### src/rtl/axi_rd_resp_gen_pkg.sv
// Shared types for the AXI read responder: burst/state enums, RRESP codes, beat layout.
// The packed beat width tracks `S_R_DATASIZE (defaults to ID 8 + DATA 32 + 3).
`ifndef S_R_DATASIZE
`define S_R_DATASIZE 43
`endif

package axi_rd_resp_gen_pkg;

    localparam int unsigned PKG_ID_W   = 8;
    localparam int unsigned PKG_DATA_W = 32;
    localparam int unsigned S_R_W      = `S_R_DATASIZE;

    typedef enum logic [1:0] {
        BURST_FIXED = 2'b00,
        BURST_INCR  = 2'b01,
        BURST_WRAP  = 2'b10,
        BURST_RSVD  = 2'b11
    } burst_e;

    localparam logic [1:0] RRESP_OKAY   = 2'b00;
    localparam logic [1:0] RRESP_SLVERR = 2'b10;

    typedef enum logic [1:0] {
        ST_IDLE = 2'd0,
        ST_READ = 2'd1,
        ST_ERR  = 2'd2
    } state_e;

    typedef struct packed {
        logic [PKG_ID_W-1:0]   rid;
        logic [PKG_DATA_W-1:0] rdata;
        logic [1:0]            rresp;
        logic                  rlast;
    } beat_t;

endpackage

### src/rtl/axi_rd_resp_gen_if.sv
// AXI AR channel bundle between a read master and the slave-side responder.
interface axi_rd_resp_gen_if #(
    parameter int unsigned ID_W   = 8,
    parameter int unsigned ADDR_W = 32,
    parameter int unsigned LEN_W  = 4
);
    logic [ID_W-1:0]   ARID;
    logic [ADDR_W-1:0] ARADDR;
    logic [LEN_W-1:0]  ARLEN;
    logic [1:0]        ARBURST;
    logic              ARVALID;
    logic              ARREADY;

    modport master (
        output ARID, ARADDR, ARLEN, ARBURST, ARVALID,
        input  ARREADY
    );

    modport slave (
        input  ARID, ARADDR, ARLEN, ARBURST, ARVALID,
        output ARREADY
    );
endinterface

### src/rtl/axi_burst_addr_gen.sv
// Next beat address for FIXED/INCR/WRAP bursts; purely combinational.
// WRAP arithmetic exists only when RD_WRAP_BURST_EN is defined.
module axi_burst_addr_gen
    import axi_rd_resp_gen_pkg::*;
#(
    parameter int unsigned ADDR_W = 32,
    parameter int unsigned DATA_W = 32,
    parameter int unsigned LEN_W  = 4
) (
    input  logic [ADDR_W-1:0] addr,
    input  burst_e            burst,
    input  logic [LEN_W-1:0]  len,
    output logic [ADDR_W-1:0] next_addr
);
    localparam int unsigned BYTES    = DATA_W / 8;
    localparam int unsigned WORD_LSB = $clog2(BYTES);

    logic [ADDR_W-1:0] incr_c;
    assign incr_c = addr + ADDR_W'(BYTES);

`ifdef RD_WRAP_BURST_EN
    // Window is (len+1) beats; the low bits roll over inside it, the high bits stay.
    logic [ADDR_W-1:0] wrap_mask_c;
    logic [ADDR_W-1:0] wrap_c;
    assign wrap_mask_c = ((ADDR_W'(len) + ADDR_W'(1)) << WORD_LSB) - ADDR_W'(1);
    assign wrap_c      = (addr & ~wrap_mask_c) | (incr_c & wrap_mask_c);
`else
    logic unused_len;
    assign unused_len = ^len;
`endif

    always_comb begin
        next_addr = addr;
        case (burst)
            BURST_INCR: next_addr = incr_c;
`ifdef RD_WRAP_BURST_EN
            BURST_WRAP: next_addr = wrap_c;
`endif
            default:    next_addr = addr;
        endcase
    end

endmodule

### src/rtl/axi_rd_resp_gen.sv
// Slave-side AXI read responder: AR request -> SRAM reads -> {rid,rdata,rresp,rlast} FIFO pushes.
// Optional WRAP burst support under RD_WRAP_BURST_EN; otherwise WRAP answers with SLVERR beats.
module axi_rd_resp_gen
    import axi_rd_resp_gen_pkg::*;
#(
    parameter int unsigned ID_W   = 8,
    parameter int unsigned ADDR_W = 32,
    parameter int unsigned DATA_W = 32,
    parameter int unsigned LEN_W  = 4,
    parameter int unsigned MEM_AW = 14
) (
    input  logic                     ACLK,
    input  logic                     ARESETn,
    axi_rd_resp_gen_if.slave         ar,
    output logic                     mem_ce,
    output logic [MEM_AW-1:0]        mem_addr,
    input  logic [DATA_W-1:0]        mem_rdata,
    output logic [ID_W+DATA_W+2:0]   wdata,
    output logic                     wpush,
    input  logic                     wfull
);
    localparam int unsigned BYTES    = DATA_W / 8;
    localparam int unsigned WORD_LSB = $clog2(BYTES);
    localparam int unsigned CNT_W    = LEN_W + 1;
    localparam int unsigned BEAT_W   = ID_W + DATA_W + 3;

    state_e             state_q;
    logic               arready_q;
    logic [ID_W-1:0]    id_q;
    logic [ADDR_W-1:0]  addr_q;
    logic [LEN_W-1:0]   len_q;
    burst_e             burst_q;
    logic [CNT_W-1:0]   issued_q;
    logic [CNT_W-1:0]   pushed_q;
    logic               rvalid_q;
    logic               hold_valid_q;
    logic [BEAT_W-1:0]  hold_q;

    logic [ADDR_W-1:0]  next_addr_c;
    logic               req_ok_c;
    logic               issue_c;
    logic               last_c;
    logic               push_c;
    logic               done_c;
    logic [BEAT_W-1:0]  beat_mem_c;
    logic [BEAT_W-1:0]  beat_err_c;
    logic [BEAT_W-1:0]  wdata_c;

    axi_burst_addr_gen #(
        .ADDR_W (ADDR_W),
        .DATA_W (DATA_W),
        .LEN_W  (LEN_W)
    ) u_addr_gen (
        .addr      (addr_q),
        .burst     (burst_q),
        .len       (len_q),
        .next_addr (next_addr_c)
    );

    // Request legality: reserved bursts, and WRAP unless enabled with len of 1/3/7/15.
    always_comb begin
        req_ok_c = 1'b0;
        case (burst_e'(ar.ARBURST))
            BURST_FIXED, BURST_INCR: req_ok_c = 1'b1;
`ifdef RD_WRAP_BURST_EN
            BURST_WRAP: req_ok_c = (ar.ARLEN != '0) &&
                                   ((ar.ARLEN & (ar.ARLEN + LEN_W'(1))) == '0);
`endif
            default:                 req_ok_c = 1'b0;
        endcase
    end

    assign issue_c    = (state_q == ST_READ) && (issued_q <= CNT_W'(len_q)) &&
                        !hold_valid_q && !wfull;
    assign last_c     = (pushed_q == CNT_W'(len_q));
    assign beat_mem_c = {id_q, mem_rdata, RRESP_OKAY, last_c};
    assign beat_err_c = {id_q, DATA_W'(0), RRESP_SLVERR, last_c};

    // Push source: SLVERR beat, held beat, or the memory beat landing this cycle.
    always_comb begin
        push_c  = 1'b0;
        wdata_c = '0;
        if (state_q == ST_ERR) begin
            push_c  = !wfull;
            wdata_c = beat_err_c;
        end else if (state_q == ST_READ) begin
            if (hold_valid_q) begin
                push_c  = !wfull;
                wdata_c = hold_q;
            end else if (rvalid_q) begin
                push_c  = !wfull;
                wdata_c = beat_mem_c;
            end
        end
    end

    assign done_c     = push_c && wdata_c[0];
    assign wpush      = push_c;
    assign wdata      = push_c ? wdata_c : '0;
    assign mem_ce     = issue_c;
    assign mem_addr   = addr_q[WORD_LSB +: MEM_AW];
    assign ar.ARREADY = arready_q;

    always_ff @(posedge ACLK or negedge ARESETn) begin
        if (!ARESETn) begin
            state_q      <= ST_IDLE;
            arready_q    <= 1'b0;
            id_q         <= '0;
            addr_q       <= '0;
            len_q        <= '0;
            burst_q      <= BURST_FIXED;
            issued_q     <= '0;
            pushed_q     <= '0;
            rvalid_q     <= 1'b0;
            hold_valid_q <= 1'b0;
            hold_q       <= '0;
        end else begin
            rvalid_q <= issue_c;
            if (issue_c) begin
                addr_q   <= next_addr_c;
                issued_q <= issued_q + CNT_W'(1);
            end
            if (push_c) begin
                pushed_q <= pushed_q + CNT_W'(1);
            end

            case (state_q)
                ST_IDLE: begin
                    if (ar.ARVALID && arready_q) begin
                        id_q      <= ar.ARID;
                        addr_q    <= ar.ARADDR;
                        len_q     <= ar.ARLEN;
                        burst_q   <= burst_e'(ar.ARBURST);
                        issued_q  <= '0;
                        pushed_q  <= '0;
                        arready_q <= 1'b0;
                        state_q   <= req_ok_c ? ST_READ : ST_ERR;
                    end else begin
                        arready_q <= 1'b1;
                    end
                end
                ST_READ: begin
                    // A beat landing while the FIFO is full parks in the hold register.
                    if (hold_valid_q) begin
                        if (!wfull) begin
                            hold_valid_q <= 1'b0;
                        end
                    end else if (rvalid_q && wfull) begin
                        hold_q       <= beat_mem_c;
                        hold_valid_q <= 1'b1;
                    end
                    if (done_c) begin
                        state_q   <= ST_IDLE;
                        arready_q <= 1'b1;
                    end
                end
                ST_ERR: begin
                    if (done_c) begin
                        state_q   <= ST_IDLE;
                        arready_q <= 1'b1;
                    end
                end
                default: begin
                    state_q   <= ST_IDLE;
                    arready_q <= 1'b0;
                end
            endcase
        end
    end

endmodule

### src/flat_wrapper.sv
// flat-port wrapper written by rule: the top's interface ports become plain ports
module axi_rd_resp_gen_flat import axi_rd_resp_gen_pkg::*;
#(
    parameter int unsigned ID_W   = 8,
    parameter int unsigned ADDR_W = 32,
    parameter int unsigned DATA_W = 32,
    parameter int unsigned LEN_W  = 4,
    parameter int unsigned MEM_AW = 14
)
  (ACLK, ARESETn, mem_ce, mem_addr, mem_rdata, wdata, wpush, wfull, ar_ARID, ar_ARADDR, ar_ARLEN, ar_ARBURST, ar_ARVALID, ar_ARREADY);
  axi_rd_resp_gen_if #(.ID_W(ID_W), .ADDR_W(ADDR_W), .LEN_W(LEN_W)) ar_i ();
  input  logic ACLK;
  input  logic ARESETn;
  output logic mem_ce;
  output logic [MEM_AW-1:0] mem_addr;
  input  logic [DATA_W-1:0] mem_rdata;
  output logic [ID_W+DATA_W+2:0] wdata;
  output logic wpush;
  input  logic wfull;
  input wire logic [$bits(ar_i.ARID)-1:0] ar_ARID;
  input wire logic [$bits(ar_i.ARADDR)-1:0] ar_ARADDR;
  input wire logic [$bits(ar_i.ARLEN)-1:0] ar_ARLEN;
  input wire logic [$bits(ar_i.ARBURST)-1:0] ar_ARBURST;
  input wire logic [$bits(ar_i.ARVALID)-1:0] ar_ARVALID;
  output wire logic [$bits(ar_i.ARREADY)-1:0] ar_ARREADY;
  assign ar_i.ARID = ar_ARID;
  assign ar_i.ARADDR = ar_ARADDR;
  assign ar_i.ARLEN = ar_ARLEN;
  assign ar_i.ARBURST = ar_ARBURST;
  assign ar_i.ARVALID = ar_ARVALID;
  assign ar_ARREADY = ar_i.ARREADY;
  axi_rd_resp_gen #(.ID_W(ID_W), .ADDR_W(ADDR_W), .DATA_W(DATA_W), .LEN_W(LEN_W), .MEM_AW(MEM_AW)) u_core (.ACLK(ACLK), .ARESETn(ARESETn), .ar(ar_i), .mem_ce(mem_ce), .mem_addr(mem_addr), .mem_rdata(mem_rdata), .wdata(wdata), .wpush(wpush), .wfull(wfull));
endmodule
### config.mk
export PLATFORM = sky130hd
export DESIGN_NAME = axi_rd_resp_gen_flat
export DESIGN_NICKNAME = d
export VERILOG_FILES = /design/src/rtl/axi_rd_resp_gen_pkg.sv /design/src/rtl/axi_rd_resp_gen_if.sv /design/src/rtl/axi_burst_addr_gen.sv /design/src/rtl/axi_rd_resp_gen.sv /design/src/flat_wrapper.sv
export SDC_FILE = /design/constraint.sdc
export NUM_CORES = 1
export LEC_CHECK = 0
export CORE_MARGIN = 2
export CORE_UTILIZATION = 47
export CTS_CLUSTER_DIAMETER = 100
export DETAILED_ROUTE_END_ITERATION = 8
export GPL_ROUTABILITY_DRIVEN = 0
export PLACE_DENSITY = 0.81
export SYNTH_ARGS = -nofsm -noshare
export SYNTH_HDL_FRONTEND = slang
export SYNTH_SLANG_ARGS = --single-unit
export TNS_END_PERCENT = 50
### constraint.sdc
create_clock -name ACLK -period 3.4 [get_ports ACLK]
set_clock_uncertainty 0.1 [all_clocks]
set_input_delay 0.68 -clock ACLK [delete_from_list [all_inputs] [get_ports ACLK]]
set_output_delay 0.68 -clock ACLK [all_outputs]
set_load 0.02 [all_outputs]
==> results of run 1 <==
-- what timing repair did --
item                                    CTS  global route
endpoints found under the setup margin    0            22
gates resized for setup                   0             7
hold buffers                              0             0
-- area by class of cell --
cell class              instances  area, sq um
flip-flops and latches         84         2100
well taps                     129          161
clock inverters                 6          111
fillers                       736         3070
clock buffers                  10          138
inverters                       9         33.8
multi-input cells             341         2270
repair buffers                139         1400
-- state kept, by name, indices dropped and copies added (netlist names) --
| register | count |
|---|---|
| u_core.addr_q | 14 |
| u_core.ar.ARREADY | 1 |
| u_core.burst_q | 2 |
| u_core.hold_q | 41 |
| u_core.hold_valid_q | 1 |
| u_core.id_q | 8 |
| u_core.issued_q | 5 |
| u_core.len_q | 4 |
| u_core.pushed_q | 5 |
| u_core.rvalid_q | 1 |
| u_core.state_q | 2 |
-- worst max path at each step --
| stage | startpoint | endpoint | slack, ns | cells past startpoint |
|---|---|---|---|---|
| 6_report | wfull | wdata[31] | 0.11 | 6 |
| 5_1_grt | wfull | wdata[9] | 0.03 | 6 |
| 4_1_cts | u_core.state_q[1]$_DFFE_PN0P_ | mem_ce | 0.04 | 5 |
| 3_5_place_dp | wfull | mem_ce | 0.06 | 4 |
| 3_3_place_gp | wfull | mem_ce | 0.05 | 4 |
| 2_1_floorplan | u_core.hold_valid_q$_DFFE_PN0P_ | wdata[10] | 0.80 | 6 |
-- cells by family after synthesis --
kind of cell	after synthesis
buffers and inverters	43
AOI/OAI and AO/OA	104
DFF	84
and+or+nand+nor	176
adders and majority gates	11
xor gates and xnor gates	8
muxes	41
other	1
-- power by group --
group          switching (W)  total, W  internal (W)
clock               0.000370  0.000878      0.000508
combinational        0.00104   0.00193      0.000891
sequential          0.000355   0.00174       0.00139
-- stage by stage --
stage	hold WS [ns]	cell area (sq um)	worst slack, ns	util, %	total power [W]
4_1_cts	0.384	6200	0.0357	66.8	0.00455
3_3_place_gp	0.358	5950	0.0537	64.1	0.00355
3_5_place_dp	0.363	5950	0.0574	64.1	0.00366
5_1_grt	0.420	6220	0.0276	67.0	0.00486
6_report	0.374	6220	0.109	67.0	0.00455
2_1_floorplan	0.284	4540	0.796	-	0.00292
-- synthesized netlist by cell type (2+ instances only) --
library cell / instances
a21oi_1: 6
a22o_1: 8
a22oi_1: 40
a311o_1: 2
a31oi_1: 16
and2_1: 2
and2b_2: 2
and3_1: 6
buf_1: 7
buf_4: 3
clkbuf_1: 21
dfrtp_1: 84
ha_1: 11
inv_1: 9
mux2_2: 41
nand2_1: 50
nand3_1: 14
nand4_1: 7
nor2_1: 68
nor2b_1: 4
o211ai_1: 4
o21ai_0: 12
o31ai_1: 8
or3_1: 4
or4_1: 7
or4_2: 2
xnor2_1: 2
xor2_1: 6
-- critical path: cells and delay by family --
kind / cells / cell delay, ns
and+or+nand+nor: 2 / 0.41
buffers and inverters: 3 / 1.27
AOI/OAI and AO/OA: 1 / 0.13
-- metal layers --
| metal | share of wire (%) | GRT usage (%) |
|---|---|---|
| met3 | 5.7 | 3.56 |
| met1 | 43 | 29.0 |
| met2 | 50 | 40.5 |
| met4 | 1.6 | 7.28 |
| met5 | 0 | 0 |
-- cells in the final DEF, fill, tap and decap left out, types with 6 or more instances in the layout --
master / n
o31ai_1: 8
ha_1: 10
xor2_1: 6
nand2_1: 50
nor2_1: 68
nand4_1: 7
a21oi_1: 6
dfrtp_1: 83
and3_1: 6
mux2_2: 41
o21ai_0: 12
nand3_1: 13
a22oi_1: 40
or4_1: 7
a22o_1: 8
clkdlybuf4s50_1: 116
a31oi_1: 16
buf_4: 15
clkbuf_8: 10
inv_1: 9
==> results.sh, run 1 <==
export IMPL_synthArstFlopShare_pct=100
export IMPL_ant_nets=0
export IMPL_grt_pass1_wl_mm=19.1
export IMPL_synth_edf_count=0
export IMPL_diodes=0
export IMPL_grt_pass1_vias=4096
export IMPL_post_route_period_util_pct=96.8
export IMPL_synthAdderAreaFrac_pct=3.03
export IMPL_setup_viol=0
export IMPL_syn_nets=561
export IMPL_setup_tns_ns=0
export IMPL_stdcell_count=718
export IMPL_antenna_found_initial=0
export IMPL_cpPeakStageDelay_ns=0.62
export IMPL_num_io_pins=142
export IMPL_synth_seq_cells=84
export IMPL_drv_slew=0
export IMPL_grt_overflow_total=0
export IMPL_fmax_ghz=0.304
export IMPL_clock_latency_ns=0.35
export IMPL_r2r_worst_path_cells=8
export IMPL_core_sq_mm=0.00928
export IMPL_synth_compound_area_share_pct=16.3
export IMPL_post_cts_buffers=0
export IMPL_path_class="in -> out"
export IMPL_synth_xor_area_share_pct=1.54
export IMPL_synth_simple_area_share_pct=18.4
export IMPL_hold_violations=0
export IMPL_critPathMaxFanout=32
export IMPL_drc_errors=0
export IMPL_drt_iter0_drc=123
export IMPL_synth_mux_area_share_pct=10.2
export IMPL_ir_worst_vdd_uv=464
export IMPL_portBuffers=122
export IMPL_synthesis_area_sq_mm=0.00454
export IMPL_slew_limit_headroom_pct=29.0
export IMPL_vias=4147
export IMPL_status="completed"
export IMPL_netlist_instances=468
export IMPL_final_nets=677
export IMPL_seq_area_frac_synth_pct=46.3
export IMPL_drt_pre_antenna_iters=5
export IMPL_placementRows=35
export IMPL_grt_usage_pct=23.0
export IMPL_crit_slowest_cell="clkdlybuf4s50_1"
export IMPL_hpwl_mm=8.14
export IMPL_r2r_slack_ns=0.66
export IMPL_required_ns=2.62
export IMPL_cp_arrival_ns=2.51
export IMPL_synth_top_area_share_pct=46.3
export IMPL_cts_path_max_buffers=2
export IMPL_ys_warn_count=0
export IMPL_ys_types=50
export IMPL_wl_mm=11.7
export IMPL_drive_gt1_share_pct=15.3
export IMPL_clkTransAtPathRegs_ns=0.09
export IMPL_start_kind="input pin"
export IMPL_crit_chain="clkdlybuf4s50_1 -> and2b_2 -> o211ai_1 -> buf_12 -> nor2_1 -> clkdlybuf4s50_1"
export IMPL_dp_cells=702
export IMPL_yosysTopAreaCell="dfrtp_1"
export IMPL_area_growth_pct=36.9
export IMPL_start_util_pct=48.9
export IMPL_synth_top_family_by_area="simple AND/OR/NAND/NOR gates"
export IMPL_period_minus_slack_ns=3.29
export IMPL_die_w_um=102
export IMPL_cts_root_buf="clkbuf_8"
export IMPL_cts_tree="yes"
export IMPL_rsz0062_at_grt="no"
export IMPL_via_per_inst=5.78
export IMPL_crit_top_cell="clkdlybuf4s50_1"
export IMPL_leakagePower_nw=2.69
export IMPL_h_tree_depth=3
export IMPL_rr_endpoint="u_core.addr_q[15]$_DFF_PN0_"
export IMPL_synthTopCellsByArea="dfrtp_1 46%, mux2_2 10%, a22oi_1 6.6%, nor2_1 5.6%, nand2_1 4.1%"
export IMPL_cap_violations=0
export IMPL_powerDensity_mw_per_mm2=732
export IMPL_clock_sinks=84
export IMPL_wire_per_inst_um=16.3
export IMPL_die_y_um=102
export IMPL_max_slew_worst_pin_slew_ns=1.06
export IMPL_grt_max_degree=85
export IMPL_rr_startpoint="u_core.state_q[1]$_DFFE_PN0P_"
export IMPL_dieArea_sq_mm=0.0105
export IMPL_postSynthAreaPerCell_sq_um=9.70
export IMPL_yosys_most_used_dff="dfrtp_1"
export IMPL_hold_class="in -> async"
export IMPL_numCtsBuffers=9
export IMPL_endpoint_kind="output port"
Note: power is estimated with default switching activity, not from simulation.
==> run 2, diff against run 1 <==
--- a/config.mk
+++ b/config.mk
@@ -6,11 +6,11 @@
 export NUM_CORES = 1
 export LEC_CHECK = 0
 export CORE_MARGIN = 2
-export CORE_UTILIZATION = 47
+export CORE_UTILIZATION = 43
 export CTS_CLUSTER_DIAMETER = 100
 export DETAILED_ROUTE_END_ITERATION = 8
 export GPL_ROUTABILITY_DRIVEN = 0
-export PLACE_DENSITY = 0.81
+export PLACE_DENSITY = 0.78
 export SYNTH_ARGS = -nofsm -noshare
 export SYNTH_HDL_FRONTEND = slang
 export SYNTH_SLANG_ARGS = --single-unit
==> constraint.sdc (replaced) <==
create_clock -name ACLK -period 2.67 [get_ports ACLK]
set_clock_uncertainty 0.1 [all_clocks]
set_input_delay 0.534 -clock ACLK [delete_from_list [all_inputs] [get_ports ACLK]]
set_output_delay 0.534 -clock ACLK [all_outputs]
set_load 0.02 [all_outputs]
==> results.sh, run 2 (synthesized netlist as in run 1, its figures left out) <==
export IMPL_start_kind="input pin"
export IMPL_cts_path_max_buffers=2
export IMPL_final_common_cell="dfrtp_1"
export IMPL_h_tree_depth=3
export IMPL_fillers=868
export IMPL_rr_startpoint="u_core.state_q[1]$_DFFE_PN0P_"
export IMPL_num_io_pins=142
export IMPL_hold_worst_slack_ns=0.0149
export IMPL_vias=4178
export IMPL_post_route_period_util_pct=101
export IMPL_grt_usage_pct=21.7
export IMPL_status="finished, violations left"
export IMPL_die_y_um=107
export IMPL_final_cell_mix="84 x dfrtp_1, 77 x clkdlybuf4s50_1, 67 x nor2_1"
export IMPL_numCtsBuffers=9
export IMPL_cp_arrival_ns=2.06
export IMPL_hold_violations=0
export IMPL_antenna_found_initial=0
export IMPL_via_per_inst=5.65
export IMPL_drv_slew=0
export IMPL_grt_pass1_wl_mm=19.9
export IMPL_leakagePower_nw=2.71
export IMPL_final_nets=692
export IMPL_drt_pre_antenna_iters=5
export IMPL_clockPowerShare_pct=17.4
export IMPL_area_growth_pct=38.0
export IMPL_start_util_pct=44.2
export IMPL_placementRows=37
export IMPL_diodes=0
export IMPL_violations="negative setup slack"
export IMPL_core_sq_mm=0.0103
export IMPL_p_seq_share_pct=37.8
export IMPL_period_minus_slack_ns=2.69
export IMPL_cts_tree="yes"
export IMPL_grt_max_degree=52
export IMPL_ant_nets=0
export IMPL_drc_errors=0
export IMPL_dieArea_sq_mm=0.0114
export IMPL_post_place_ws_ns=-0.360
export IMPL_cap_violations=0
export IMPL_hold_class="in -> async"
export IMPL_power_frac_comb_pct=44.9
export IMPL_hpwl_mm=8.32
export IMPL_reg_top3="u_core.hold_q: 41 flops, u_core.addr_q: 14 flops, u_core.id_q: 8 flops"
export IMPL_rr_endpoint="u_core.addr_q[15]$_DFF_PN0_"
export IMPL_final_core_util_pct=60.9
export IMPL_portBuffers=122
export IMPL_die_w_um=107
export IMPL_drt_iter0_drc=291
export IMPL_setup_viol=6
export IMPL_clock_sinks=84
export IMPL_cts_root_buf="clkbuf_8"
export IMPL_powerDensity_mw_per_mm2=931
export IMPL_clock_latency_ns=0.36
export IMPL_grt_pass1_vias=4113
export IMPL_r2r_worst_path_cells=8
export IMPL_fmax_ghz=0.372
export IMPL_ir_worst_vdd_uv=545
export IMPL_setup_slack_ns=-0.0215
export IMPL_p_switching_w=0.00229
export IMPL_grt_overflow_total=0
export IMPL_largest_reg_flops=41
export IMPL_clkTransAtPathRegs_ns=0.09
export IMPL_p_int_w=0.00354
export IMPL_required_ns=2.04
export IMPL_p_sw_share_pct=39.2
export IMPL_drive_gt1_share_pct=24.3
export IMPL_r2r_slack_ns=0.16
export IMPL_critPathMaxFanout=32
export IMPL_rsz0062_at_grt="yes"
export IMPL_wire_per_inst_um=16.3
export IMPL_wl_mm=12.0
export IMPL_endpoint_kind="output port"
export IMPL_regMostFlops="u_core.hold_q"
export IMPL_path_class="in -> out"
-- run 2: metrics by stage --
step / std cells / cell area (sq um) / setup TNS, ns / total power (W)
floorplan: 468 / 4540 / 0 / 0.00372
global placement: 721 / 6060 / -12.00 / 0.00461
detailed placement: 721 / 6060 / -12.62 / 0.00475
CTS: 738 / 6320 / -0.0673 / 0.00580
global route: 740 / 6260 / -1.32 / 0.00625
finish: 740 / 6260 / -0.0767 / 0.00583
-- run 2: per-layer routing --
layer | track usage, % | part of all wire [%] | vias up
met5 | 0 | 0 | -
met4 | 6.96 | 1.3 | 0
met3 | 2.98 | 5.3 | 16
met2 | 37.2 | 49 | 145
met1 | 28.4 | 44 | 2050
li1 | - | - | 1967
-- run 2: worst max-delay path by stage --
stage	slack, ns	to	from
final	-0.02	wdata[27]	wfull
after CTS	-0.03	wdata[0]	wfull
after global placement	-0.36	mem_ce	wfull
after detailed placement	-0.36	u_core.addr_q[15]$_DFF_PN0_	wfull
after floorplan	0.21	wdata[10]	u_core.hold_valid_q$_DFFE_PN0P_
after global routing	-0.08	wdata[27]	u_core.state_q[1]$_DFFE_PN0P_
-- run 2: timing repair --
item,4_1_cts,5_1_grt
pin swaps,1,3
setup endpoints to repair,44,45
gates resized for setup,129,22
setup buffers,0,2
hold buffers,0,0
cloned,1,0
-- run 2: power by group through the flow --
stage               Combinational (W)  Sequential (W)  Clock (W)
floorplan                     0.00148         0.00224          0
global placement              0.00244         0.00217          0
detailed placement            0.00255         0.00221          0
CTS                           0.00258         0.00219    0.00103
global route                  0.00289         0.00227    0.00108
finish                        0.00262         0.00220    0.00101
-- run 2: area by class of cell --
| class | count | area [sq um] | area share (%) |
|---|---|---|---|
| multi-input cells | 342 | 2310 | 36.9 |
| inverters | 9 | 33.8 | 0.539 |
| flip-flops and latches | 84 | 2100 | 33.6 |
| repair buffers | 153 | 1430 | 22.8 |
| clock inverters | 4 | 72.6 | 1.16 |
| well taps | 136 | 170 | 2.72 |
| clock buffers | 12 | 145 | 2.32 |
-- run 2: critical path, cell delays in order --
cell and delay [ns]:
clkdlybuf4s50_1 0.53, and2b_2 0.27, o211ai_1 0.14, buf_12 0.22
nor2_1 0.07, clkdlybuf4s15_1 0.28
==> run 3, diff against run 2 <==
--- a/config.mk
+++ b/config.mk
@@ -5,8 +5,10 @@
 export SDC_FILE = /design/constraint.sdc
 export NUM_CORES = 1
 export LEC_CHECK = 0
+export ABC_AREA = 0
 export CORE_MARGIN = 2
 export CORE_UTILIZATION = 43
+export CTS_BUF_LIST = sky130_fd_sc_hd__clkbuf_16
 export CTS_CLUSTER_DIAMETER = 100
 export DETAILED_ROUTE_END_ITERATION = 8
 export GPL_ROUTABILITY_DRIVEN = 0
==> results.sh, run 3 (synthesized netlist as in run 1, its figures left out) <==
export IMPL_status="finished, violations left"
export IMPL_violations="negative setup slack"
export IMPL_cts_path_max_buffers=2
export IMPL_area_growth_pct=39.9
export IMPL_clock_latency_ns=0.33
export IMPL_grt_usage_pct=21.5
export IMPL_drc_errors=0
export IMPL_die_w_um=107
export IMPL_startpoint="wfull"
export IMPL_final_core_util_pct=61.8
export IMPL_wl_mm=12.0
export IMPL_final_cell_mix="84 x dfrtp_1, 77 x clkdlybuf4s50_1, 67 x nor2_1"
export IMPL_clock_sinks=84
export IMPL_grt_pass1_wl_mm=19.8
export IMPL_h_tree_depth=3
export IMPL_p_sw_share_pct=37.9
export IMPL_clockPowerShare_pct=21.3
export IMPL_grt_overflow_total=0
export IMPL_start_kind="input pin"
export IMPL_cts_tree="yes"
export IMPL_fmax_ghz=0.369
export IMPL_final_common_cell="dfrtp_1"
export IMPL_dieArea_sq_mm=0.0114
export IMPL_grt_max_degree=52
export IMPL_start_util_pct=44.2
export IMPL_wire_per_inst_um=16.3
export IMPL_power_frac_comb_pct=42.6
export IMPL_hold_violations=0
export IMPL_diodes=0
export IMPL_antenna_found_initial=0
export IMPL_drive_gt1_share_pct=24.0
export IMPL_cp_arrival_ns=2.07
export IMPL_drt_iter0_drc=267
export IMPL_reg_top3="u_core.hold_q: 41 flops, u_core.addr_q: 14 flops, u_core.id_q: 8 flops"
export IMPL_critPathMaxFanout=32
export IMPL_largest_reg_flops=41
export IMPL_vias=4147
export IMPL_crit_end="wdata[8]"
export IMPL_drv_slew=0
export IMPL_grt_pass1_vias=4148
export IMPL_numCtsBuffers=9
export IMPL_r2r_slack_ns=0.15
export IMPL_post_place_ws_ns=-0.360
export IMPL_rr_endpoint="u_core.addr_q[15]$_DFF_PN0_"
export IMPL_regMostFlops="u_core.hold_q"
export IMPL_hpwl_mm=8.32
export IMPL_r2r_worst_path_cells=8
export IMPL_endpoint_kind="output port"
export IMPL_via_per_inst=5.61
export IMPL_hold_class="in -> async"
export IMPL_setup_slack_ns=-0.0369
export IMPL_p_int_w=0.00379
export IMPL_rr_startpoint="u_core.state_q[1]$_DFFE_PN0P_"
export IMPL_p_seq_share_pct=36.1
export IMPL_final_nets=691
export IMPL_required_ns=2.04
export IMPL_cap_violations=0
export IMPL_p_switching_w=0.00232
export IMPL_post_route_period_util_pct=101
export IMPL_placementRows=37
export IMPL_die_y_um=107
export IMPL_period_minus_slack_ns=2.71
export IMPL_num_io_pins=142
export IMPL_rsz0062_at_grt="yes"
export IMPL_powerDensity_mw_per_mm2=962
export IMPL_ir_worst_vdd_uv=548
export IMPL_core_sq_mm=0.0103
export IMPL_cts_root_buf="clkbuf_16"
export IMPL_clkTransAtPathRegs_ns=0.06
export IMPL_setup_viol=18
export IMPL_ant_nets=0
export IMPL_portBuffers=122
export IMPL_drt_pre_antenna_iters=4
export IMPL_leakagePower_nw=2.75
export IMPL_path_class="in -> out"
run 3: area by class of cell:
cell class,count,area [sq um]
fill,859,3930
multi-input combinational,341,2290
sequential,84,2100
timing repair buffer,153,1440
clock buffer,9,225
tap,136,170
clock inverter,7,83.8
inverter,9,33.8
run 3: stage by stage:
step | std cells | TNS, ns | cell area [sq um] | hold slack, ns | power (W)
floorplan | 468 | 0 | 4540 | 0.138 | 0.00372
global placement | 721 | -12.00 | 6060 | 0.353 | 0.00461
detailed placement | 721 | -12.62 | 6060 | 0.366 | 0.00475
CTS | 737 | -0.0844 | 6420 | 0.0581 | 0.00608
global route | 739 | -1.47 | 6350 | 0.0806 | 0.00653
finish | 739 | -0.286 | 6350 | 0.0457 | 0.00611
run 3: how the worst min path moves through the flow:
stage	startpoint	endpoint	slack, ns	depth (start not counted)
after global routing	ARESETn	u_core.hold_q[7]$_DFFE_PN0P_	0.08	1
after detailed placement	u_core.burst_q[0]$_DFFE_PN0P_	u_core.burst_q[0]$_DFFE_PN0P_	0.37	2
after floorplan	ARESETn	u_core.addr_q[10]$_DFF_PN0_	0.14	0
after global placement	u_core.burst_q[0]$_DFFE_PN0P_	u_core.burst_q[0]$_DFFE_PN0P_	0.35	2
final	ARESETn	u_core.hold_q[7]$_DFFE_PN0P_	0.05	1
after CTS	ARESETn	u_core.hold_q[7]$_DFFE_PN0P_	0.06	1
run 3: per-layer routing:
metal / GRT usage (%) / part of all wire [%] / vias up
met4: 6.86 / 1.4 / 0
met5: 0 / 0 / -
met1: 28.1 / 44 / 2040
li1: - / - / 1954
met2: 36.8 / 49 / 138
met3: 3.16 / 5.3 / 15
run 3: worst max-delay path: stages:
cell and delay (ns):
clkdlybuf4s50_1 0.54, and2b_2 0.27, o211ai_1 0.14, buf_12 0.22
nor2_1 0.06, clkdlybuf4s15_1 0.28
run 3: power by group through the flow:
stage          clock network (W)  registers [W]  logic, W
2_1_floorplan                  0        0.00224   0.00148
3_3_place_gp                   0        0.00217   0.00244
3_5_place_dp                   0        0.00221   0.00255
4_1_cts                  0.00132        0.00220   0.00256
5_1_grt                  0.00138        0.00228   0.00288
6_report                 0.00130        0.00221   0.00260
run 3: timing repair:
action                     in CTS  in global routing
pin swaps                       0                  3
resized for setup             122                 25
setup endpoints to repair      45                 45
buffers inserted                0                  2
hold buffers                    0                  0
